**config.mk**
```make
export PLATFORM = sky130hd
export DESIGN_NAME = demux1to6_reg_flat
export DESIGN_NICKNAME = d
export VERILOG_FILES = /design/src/rtl/demux1to6_reg_if.sv /design/src/rtl/demux1to6_reg.sv /design/src/flat_wrapper.sv
export SDC_FILE = /design/constraint.sdc
export NUM_CORES = 1
export LEC_CHECK = 0
export BUFFER_PORTS_ARGS = -buffer_cell sky130_fd_sc_hd__clkbuf_2
export CAP_MARGIN = 10
export CORE_MARGIN = 1
export CORE_UTILIZATION = 42
export DETAILED_ROUTE_END_ITERATION = 10
export PLACE_DENSITY = 0.74
export SLEW_MARGIN = 20
export SYNTH_ARGS = -nofsm -noshare
export SYNTH_HDL_FRONTEND = slang
export SYNTH_SLANG_ARGS = --single-unit
```
**constraint.sdc**
```tcl
create_clock -name clk -period 1.7 [get_ports clk]
set_input_delay 0.17 -clock clk [delete_from_list [all_inputs] [get_ports clk]]
set_output_delay 0.17 -clock clk [all_outputs]
set_load 0.005 [all_outputs]
```
**src/rtl/demux1to6_reg_if.sv**
```systemverilog
// -----------------------------------------------------------------------------
// demux1to6_reg_if
// Bundles the producer handshake, the six-way consumer handshake and the
// drop/error status of the demux1to6_reg block.
//   master : the environment side (drives D/Sel/in_valid and out_ready)
//   slave  : the demux side (drives in_ready, Y, out_valid, drop_cnt, sel_err)
// Parameters:
//   N     : data word width
//   CNT_W : width of the saturating dropped-word counter
// -----------------------------------------------------------------------------
interface demux1to6_reg_if #(
  parameter int N     = 32,
  parameter int CNT_W = 8
);
  logic [N-1:0]     D;
  logic [2:0]       Sel;
  logic             in_valid;
  logic             in_ready;
  logic [N-1:0]     Y;
  logic [5:0]       out_valid;
  logic [5:0]       out_ready;
  logic [CNT_W-1:0] drop_cnt;
  logic             sel_err;

  modport master (
    output D, Sel, in_valid, out_ready,
    input  in_ready, Y, out_valid, drop_cnt, sel_err
  );

  modport slave (
    input  D, Sel, in_valid, out_ready,
    output in_ready, Y, out_valid, drop_cnt, sel_err
  );
endinterface

```
**src/rtl/demux1to6_reg.sv**
```systemverilog
// -----------------------------------------------------------------------------
// demux1to6_reg
// Registered 1-to-6 demultiplexer with valid/ready handshake. One producer word
// is captured into a single holding register and presented on Y with a one-hot
// out_valid selecting the destination port. Words whose select is 110/111 are
// consumed and dropped; they bump a saturating counter and set a sticky error.
// Ports:
//   clk : rising-edge clock
//   rst : asynchronous, active-high reset
//   bus : demux1to6_reg_if.slave
//         D, Sel, in_valid -> producer word, destination, valid
//         in_ready         <- block can take a word this cycle
//         Y, out_valid     <- held word, one-hot destination valid
//         out_ready        -> per-port consume strobe
//         drop_cnt, sel_err<- dropped-word count, sticky invalid-select flag
// -----------------------------------------------------------------------------
module demux1to6_reg #(
  parameter int N     = 32,
  parameter int CNT_W = 8
) (
  input logic              clk,
  input logic              rst,
  demux1to6_reg_if.slave   bus
);

  localparam logic [0:0] S_EMPTY = 1'b0;
  localparam logic [0:0] S_FULL  = 1'b1;

  logic [0:0]       r_state;
  logic [N-1:0]     r_y;
  logic [2:0]       r_dest;
  logic [CNT_W-1:0] r_drop_cnt;
  logic             r_sel_err;

  logic [5:0]       w_dest_onehot;
  logic             w_fire;
  logic             w_in_ready;
  logic             w_take;
  logic             w_sel_ok;

  // Decode the held destination. Codes 6/7 never get stored, so they map to 0.
  always_comb begin
    // NOTE: default assignment first so every path drives the output and no latch is inferred.
    w_dest_onehot = 6'b000000;
    case (r_dest)
      3'd0:    w_dest_onehot = 6'b000001;
      3'd1:    w_dest_onehot = 6'b000010;
      3'd2:    w_dest_onehot = 6'b000100;
      3'd3:    w_dest_onehot = 6'b001000;
      3'd4:    w_dest_onehot = 6'b010000;
      3'd5:    w_dest_onehot = 6'b100000;
      default: w_dest_onehot = 6'b000000;
    endcase
  end

  // Only the selected port's ready bit matters; the others are masked off.
  assign w_fire     = (r_state == S_FULL) && (|(bus.out_ready & w_dest_onehot));
  // Ready depends only on state and out_ready, never on in_valid.
  assign w_in_ready = (r_state == S_EMPTY) || w_fire;
  assign w_take     = bus.in_valid && w_in_ready;
  assign w_sel_ok   = (bus.Sel <= 3'd5);

  always_ff @(posedge clk or posedge rst) begin
    if (rst) begin
      // NOTE: the data register is reset too, since Y must read 0 out of reset.
      r_state    <= S_EMPTY;
      r_y        <= '0;
      r_dest     <= 3'd0;
      r_drop_cnt <= '0;
      r_sel_err  <= 1'b0;
    end else begin
      // NOTE: non-blocking assignments so every register samples pre-edge values.
      if (w_take && w_sel_ok) begin
        // Covers both a load into EMPTY and a reload on the cycle the old word fires.
        r_state <= S_FULL;
        r_y     <= bus.D;
        r_dest  <= bus.Sel;
      end else if (w_fire) begin
        // Y keeps its last value; consumers qualify it with out_valid.
        r_state <= S_EMPTY;
      end

      if (w_take && !w_sel_ok) begin
        r_sel_err <= 1'b1;
        if (r_drop_cnt != {CNT_W{1'b1}}) begin
          r_drop_cnt <= r_drop_cnt + CNT_W'(1);
        end
      end
    end
  end

  assign bus.in_ready  = w_in_ready;
  assign bus.Y         = r_y;
  assign bus.out_valid = (r_state == S_FULL) ? w_dest_onehot : 6'b000000;
  assign bus.drop_cnt  = r_drop_cnt;
  assign bus.sel_err   = r_sel_err;

endmodule

```
**src/flat_wrapper.sv**
```systemverilog
// flat-port wrapper written by rule: the top's interface ports become plain ports
module demux1to6_reg_flat 
#(
  parameter int N     = 32,
  parameter int CNT_W = 8
)
  (clk, rst, bus_D, bus_Sel, bus_in_valid, bus_out_ready, bus_in_ready, bus_Y, bus_out_valid, bus_drop_cnt, bus_sel_err);
  demux1to6_reg_if #(.N(N), .CNT_W(CNT_W)) bus_i ();
  input logic clk;
  input logic rst;
  input wire logic [$bits(bus_i.D)-1:0] bus_D;
  input wire logic [$bits(bus_i.Sel)-1:0] bus_Sel;
  input wire logic [$bits(bus_i.in_valid)-1:0] bus_in_valid;
  input wire logic [$bits(bus_i.out_ready)-1:0] bus_out_ready;
  output wire logic [$bits(bus_i.in_ready)-1:0] bus_in_ready;
  output wire logic [$bits(bus_i.Y)-1:0] bus_Y;
  output wire logic [$bits(bus_i.out_valid)-1:0] bus_out_valid;
  output wire logic [$bits(bus_i.drop_cnt)-1:0] bus_drop_cnt;
  output wire logic [$bits(bus_i.sel_err)-1:0] bus_sel_err;
  assign bus_i.D = bus_D;
  assign bus_i.Sel = bus_Sel;
  assign bus_i.in_valid = bus_in_valid;
  assign bus_i.out_ready = bus_out_ready;
  assign bus_in_ready = bus_i.in_ready;
  assign bus_Y = bus_i.Y;
  assign bus_out_valid = bus_i.out_valid;
  assign bus_drop_cnt = bus_i.drop_cnt;
  assign bus_sel_err = bus_i.sel_err;
  demux1to6_reg #(.N(N), .CNT_W(CNT_W)) u_core (.clk(clk), .rst(rst), .bus(bus_i));
endmodule
```
* Word level (Yosys, flattened, before mapping)
Cells that the tools add are included.
** Storage, ports and cells
- Logic and storage cells :: 29
- Flip-flop bits (word level) :: 45
- Input port bits :: 44
** Operators by class
- Add/subtract/negate cells :: 1
- Reduce and logical (&&, ||, !) cells :: 10
- Multiplexer cells :: 4
- Equal/unequal tests :: 6
- Order comparisons :: 1
- Bitwise logic cells :: 2
** Operators by type and width (number)
- $pmux 6 s6 :: 1
- $add 8x1->8 const B :: 1
- $ne 8x8->1 const B :: 1
- $and 6x6->6 :: 1
- $eq 3x2->1 const B :: 2
- $eq 3x3->1 const B :: 2
- $mux 6 :: 1
- $reduce_or 6->1 :: 1
- $logic_and 1x1->1 :: 4
- $eq 3x1->1 const B :: 1
- $le 3x3->1 const B :: 1
- $logic_not 3->1 :: 1
- $mux 1 :: 2
- $reduce_and 2->1 :: 1
- $reduce_bool 2->1 :: 1
- $logic_not 1->1 :: 1
- $logic_or 1x1->1 :: 1
- $not 1->1 :: 1

* Depth between registers and ports, before layout
- Depth after elaboration :: 9
- Depth in mapped cells :: 8

* Worst setup path after synthesis
No wires, ideal clock.
- Path type :: flip-flop to flip-flop
- Start :: register u_core.r_dest[1]
- End :: register u_core.r_y[0] (netlist: u_core.bus.Y[0])
- Period minus slack after synthesis :: 1.808 ns
- Data required time :: 1.575 ns
- Cell stages (with the launch flop) :: 9
- Data arrival time :: 1.683 ns
- Setup slack :: -0.108 ns
- Cell sequence :: dfrtp_1 > buf_4 > mux2i_1 > o311ai_2 > a21oi_4 > inv_4 > nand3_4 > buf_6 > mux2_4
** Between the ends
- Longest elaborated chain between the ends :: 8
- Elaborated cells on any way between the ends :: 13
** RTL lines
- from (decl) :: line demux1to6_reg.sv:31 : logic [2:0] r_dest;
- from (signal assigned) :: line demux1to6_reg.sv:77 : r_dest <= bus.Sel;
- $eq 3x3->1, or another cell as far along :: line demux1to6_reg.sv:45 : case (r_dest)
- $pmux 6 s6 (*) :: line demux1to6_reg.sv:45
- $and 6x6->6 (*) :: line demux1to6_reg.sv:57 : assign w_fire = (r_state == S_FULL) && (|(bus.out_ready & w_dest_onehot));
- $reduce_or 6->1 (*) :: line demux1to6_reg.sv:57
- $logic_and 1x1->1 (*) :: line demux1to6_reg.sv:57
- $logic_or 1x1->1 (*) :: line demux1to6_reg.sv:59 : assign w_in_ready = (r_state == S_EMPTY) || w_fire;
- net bus_in_ready :: line flat_wrapper.sv:15 : output wire logic [$bits(bus_i.in_ready)-1:0] bus_in_ready;
- $logic_and 1x1->1 (*) :: line demux1to6_reg.sv:60 : assign w_take = bus.in_valid && w_in_ready;
- $logic_and 1x1->1 (*) :: line demux1to6_reg.sv:73 : if (w_take && w_sel_ok) begin
- to (signal assigned) :: line demux1to6_reg.sv:76 : r_y <= bus.D;
- to (decl) :: line demux1to6_reg.sv:30 : logic [N-1:0] r_y;
Mark *: on every way through the listed nets, which the timed path passes. The rest lies on a longest branch.
A chain may end at the register's enable or synchronous reset.

* Worst setup path in the final report
- Start :: register u_core.r_dest[1]
- End :: output bus_in_ready
** Between the ends
- Longest elaborated chain between the ends :: 6
- Elaborated cells on any way between the ends :: 11
** RTL lines (line)
- $eq 3x3->1, or another cell as far along :: demux1to6_reg.sv:45
- $pmux 6 s6 (*) :: demux1to6_reg.sv:45
- $and 6x6->6 (*) :: demux1to6_reg.sv:57
- $reduce_or 6->1 (*) :: demux1to6_reg.sv:57
- $logic_and 1x1->1 (*) :: demux1to6_reg.sv:57
- $logic_or 1x1->1 (*) :: demux1to6_reg.sv:59
- to (decl) :: flat_wrapper.sv:15
Mark *: on every way between the ends. The rest lies on a longest branch, timed or not.

==> key figures <==
Route
  – Vias: 1559
  – Vias per cell: 4.83
  – Initial DRC Count: 62
  – Wire per inst: 13.0 µm
  – WL final: 4.21 mm
  – DR DRC count: 0
  – Post-route ant nets: 0
  – DRT Pass-1 Iters: 4

Min path
  – Hold crit path type: primary input to flip-flop

Die
  – Die W: 72.0 µm
  – DIE AREA: 5190 µm²
  – Starting Density: 0.436
  – # rows: 25
  – Die Height: 72.0 µm
  – I/O pins: 92
  – Core Area: 4720 µm²

Power
  – Switch share: 0.325
  – Leakage: 1.54 nW
  – Clock share of power: 0.145
  – Total power divided by cell area: 1710 nW/µm²
  – Internal power: 3.31 mW
  – Gate power share: 0.454
  – Switch Pwr: 1.59 mW
  – Worst VDD drop: 0.924 mV
  – Overall Power: 4.91 mW
  – Sequential power share: 0.401

Critical path
  – Max incr delay on CP: 440 ps
  – Setup crit end: bus_in_ready
  – Crit path DAT: 1570 ps
  – Worst setup path startpoint: u_core.r_dest[1]
  – Cells along the critical path: mux2i_1, o311ai_2, a21oi_4, inv_4, buf_4, clkbuf_2
  – Crit Path Max Fanout: 6
  – Flop-to-flop setup slack: -40 ps
  – Critical Path End Type: primary output
  – WS Path Type: flip-flop to primary output
  – CP startpoint kind: flip-flop
  – Data required, critical path: 1530 ps
  – Cell count of the worst reg-to-reg path: 7
  – Worst r2r dst: u_core.bus.Y[20]
  – Reg-to-Reg Start: u_core.r_dest[1]
  – Crit path max-delay cell type: dfrtp_2

Synthesis
  – Post-synthesis simple-gate area fraction: 0.0971
  – Post-synthesis compound-gate area fraction: 0.0419
  – Post-synth top area share: 0.546
  – Synth Area in XOR/XNOR: 0.0255
  – Yosys warns: 0
  – Yosys cell types: 31
  – Ranking of synthesized cells by area: dfrtp_1, mux2_4, mux2_2
  – Syn Inst Count: 146
  – Mapped cell area: 2060 µm²
  – Post-synth top area cell: dfrtp_1
  – Yosys reg bits: 45
  – Register area share after synthesis: 0.546
  – Avg Inst Size Synth: 14.1 µm²
  – Synthesized Nets: 191
  – Multiplexer area fraction after synthesis: 0.248
  – Synth Area in Adders: 0.00607
  – Largest family of logic cells by synthesized area: multiplexers

STA
  – Setup TNS: -932 ps
  – Post-route minimum period: 1740 ps
  – Slew HR: 0.772
  – Fin crit share: 1.03
  – Final Slew Violations: 0
  – RSZ-0062 raised after global routing: yes
  – Final worst slack: -42.7 ps
  – Fmax: 574 MHz
  – Slew @ Worst Pin: 341 ps
  – # setup viols final: 35
  – Hold Slack: 110 ps
  – Final hold vios: 0
  – Setup Skew: 5.60 ps

CTS
  – H-tree level count: 2
  – Clk slew on worst S/H paths: 80 ps
  – Clk Latency, worst-skew pair: 280 ps
  – Clock root cell: clkbuf_8
  – Num CTS Buffers: 5
  – CTS tree: yes
  – Clock tree buffer depth: 2
  – Clock sink count: 45

Run status
  – Status: finished, violations left
  – Failing checks: setup timing

Final layout
  – Final cell count without fillers: 323
  – ANT cells: 0
  – Final design utilization: 0.609
  – Final instance area: 2880 µm²
  – Area delta synth->final: 39.5%
  – Fraction of layout cells with a size suffix above 1: 0.637
  – Register area: 1130 µm²
  – Post-layout nets: 300
  – Area of the multi-input gates: 933 µm²
  – # fillers: 365

Place
  – DP Area: 2680 µm²
  – DP HPWL: 3.17 mm
  – Number of port buffers: 91
  – Routability cong.: 0.855
  – Number of cells after detailed placement: 312
  – Setup WS pre-CTS: -65.7 ps

GRT
  – Antenna violations before repair: 0
  – First-pass GRT wire length: 6.64 mm
  – Largest net degree at the start of global routing: 17
  – Vias in the first global route: 1482
  – GRT overflow: 0
  – GRT Total Usage: 0.164

Flow run
  – Max-Cap Viols: 0
## power by group through the flow
stage / registers [mW] / logic, mW / clock network [mW]
finish: 1.97 / 2.23 / 0.711
global route: 2.03 / 2.41 / 0.781
CTS: 1.96 / 2.18 / 0.742
detailed placement: 1.95 / 2.13 / 0
global placement: 1.95 / 2.08 / 0
floorplan: 1.92 / 1.28 / 0
## how the worst min path moves through the flow
stage / from / end / slack [ps] / cells after the start
CTS: bus_D[26] / u_core.bus.Y[26] / 90 / 2
detailed placement: rst / u_core.bus.Y[21] / 140 / 2
global route: bus_D[25] / u_core.bus.Y[25] / 100 / 2
finish: bus_D[31] / u_core.bus.Y[31] / 110 / 2
global placement: rst / u_core.bus.Y[22] / 140 / 2
floorplan: bus_Sel[2] / u_core.r_dest[2] / 320 / 1
## cells by family after synthesis
logic type | after synthesis
flops | 45
simple gates | 37
xor+xnor | 6
mux | 36
fa+ha+maj | 1
buf+inv | 11
compound gates | 10
## synth_stat cells (all sizes together)
library cell,n
a21o,2
a21oi,3
a31oi,2
and3,2
buf,5
dfrtp,45
ha,1
inv,6
mux2,34
mux2i,2
nand2,8
nand2b,2
nand3,5
nand4,2
nand4bb,1
nor2,7
nor2b,1
nor3,5
nor3b,1
nor4,2
o21bai,1
o22a,1
o311ai,1
or3,1
xor2,6
## cells in the final DEF (no fill, tap or decap), types with 4 or more instances in the layout
cell type / count
xor2_1: 6
mux2_4: 32
nand3_1: 4
nand2_1: 8
nor2_1: 5
inv_1: 4
clkbuf_8: 7
clkbuf_2: 91
buf_4: 13
dfrtp_1: 43
## metal layers
layer / wire, µm / global-route usage / vias up
li1: - / - / 722
met1: 1850 / 0.215 / 752
met2: 1980 / 0.262 / 79
met3: 335 / 0.0431 / 6
met4: 46 / 0.0654 / 0
met5: 0 / 0 / -
## worst max-delay path, delay by kind of cell, from the launching register on
family / cells / cell delay (ps)
compound gates: 2 / 390
buf+inv: 3 / 320
mux: 1 / 140
flops: 1 / 440
## registers in the layout, indices dropped and copies added, names as in the netlist
name and cells:
u_core.r_state 1, u_core.bus.Y 32, u_core.bus.drop_cnt 8, u_core.r_dest 3, u_core.bus.sel_err 1
## repair_timing
action / 4_1_cts / 5_1_grt
resized for setup: 7 / 9
setup endpoints to repair: 37 / 41
endpoints found under the hold margin: 14 / 0
hold buffers: 1 / 0
pin swaps: 0 / 1
setup buffers: 1 / 1
## layout make-up
type | count | share of cell area
Clock inverter | 1 | 0.00174
Tap cell | 67 | 0.0292
Multi-Input combinational cell | 90 | 0.325
Sequential cell | 45 | 0.393
Clock buffer | 7 | 0.0335
Timing Repair Buffer | 107 | 0.210
Inverter | 6 | 0.00870
No activity file was read; power rests on OpenSTA's default activity.
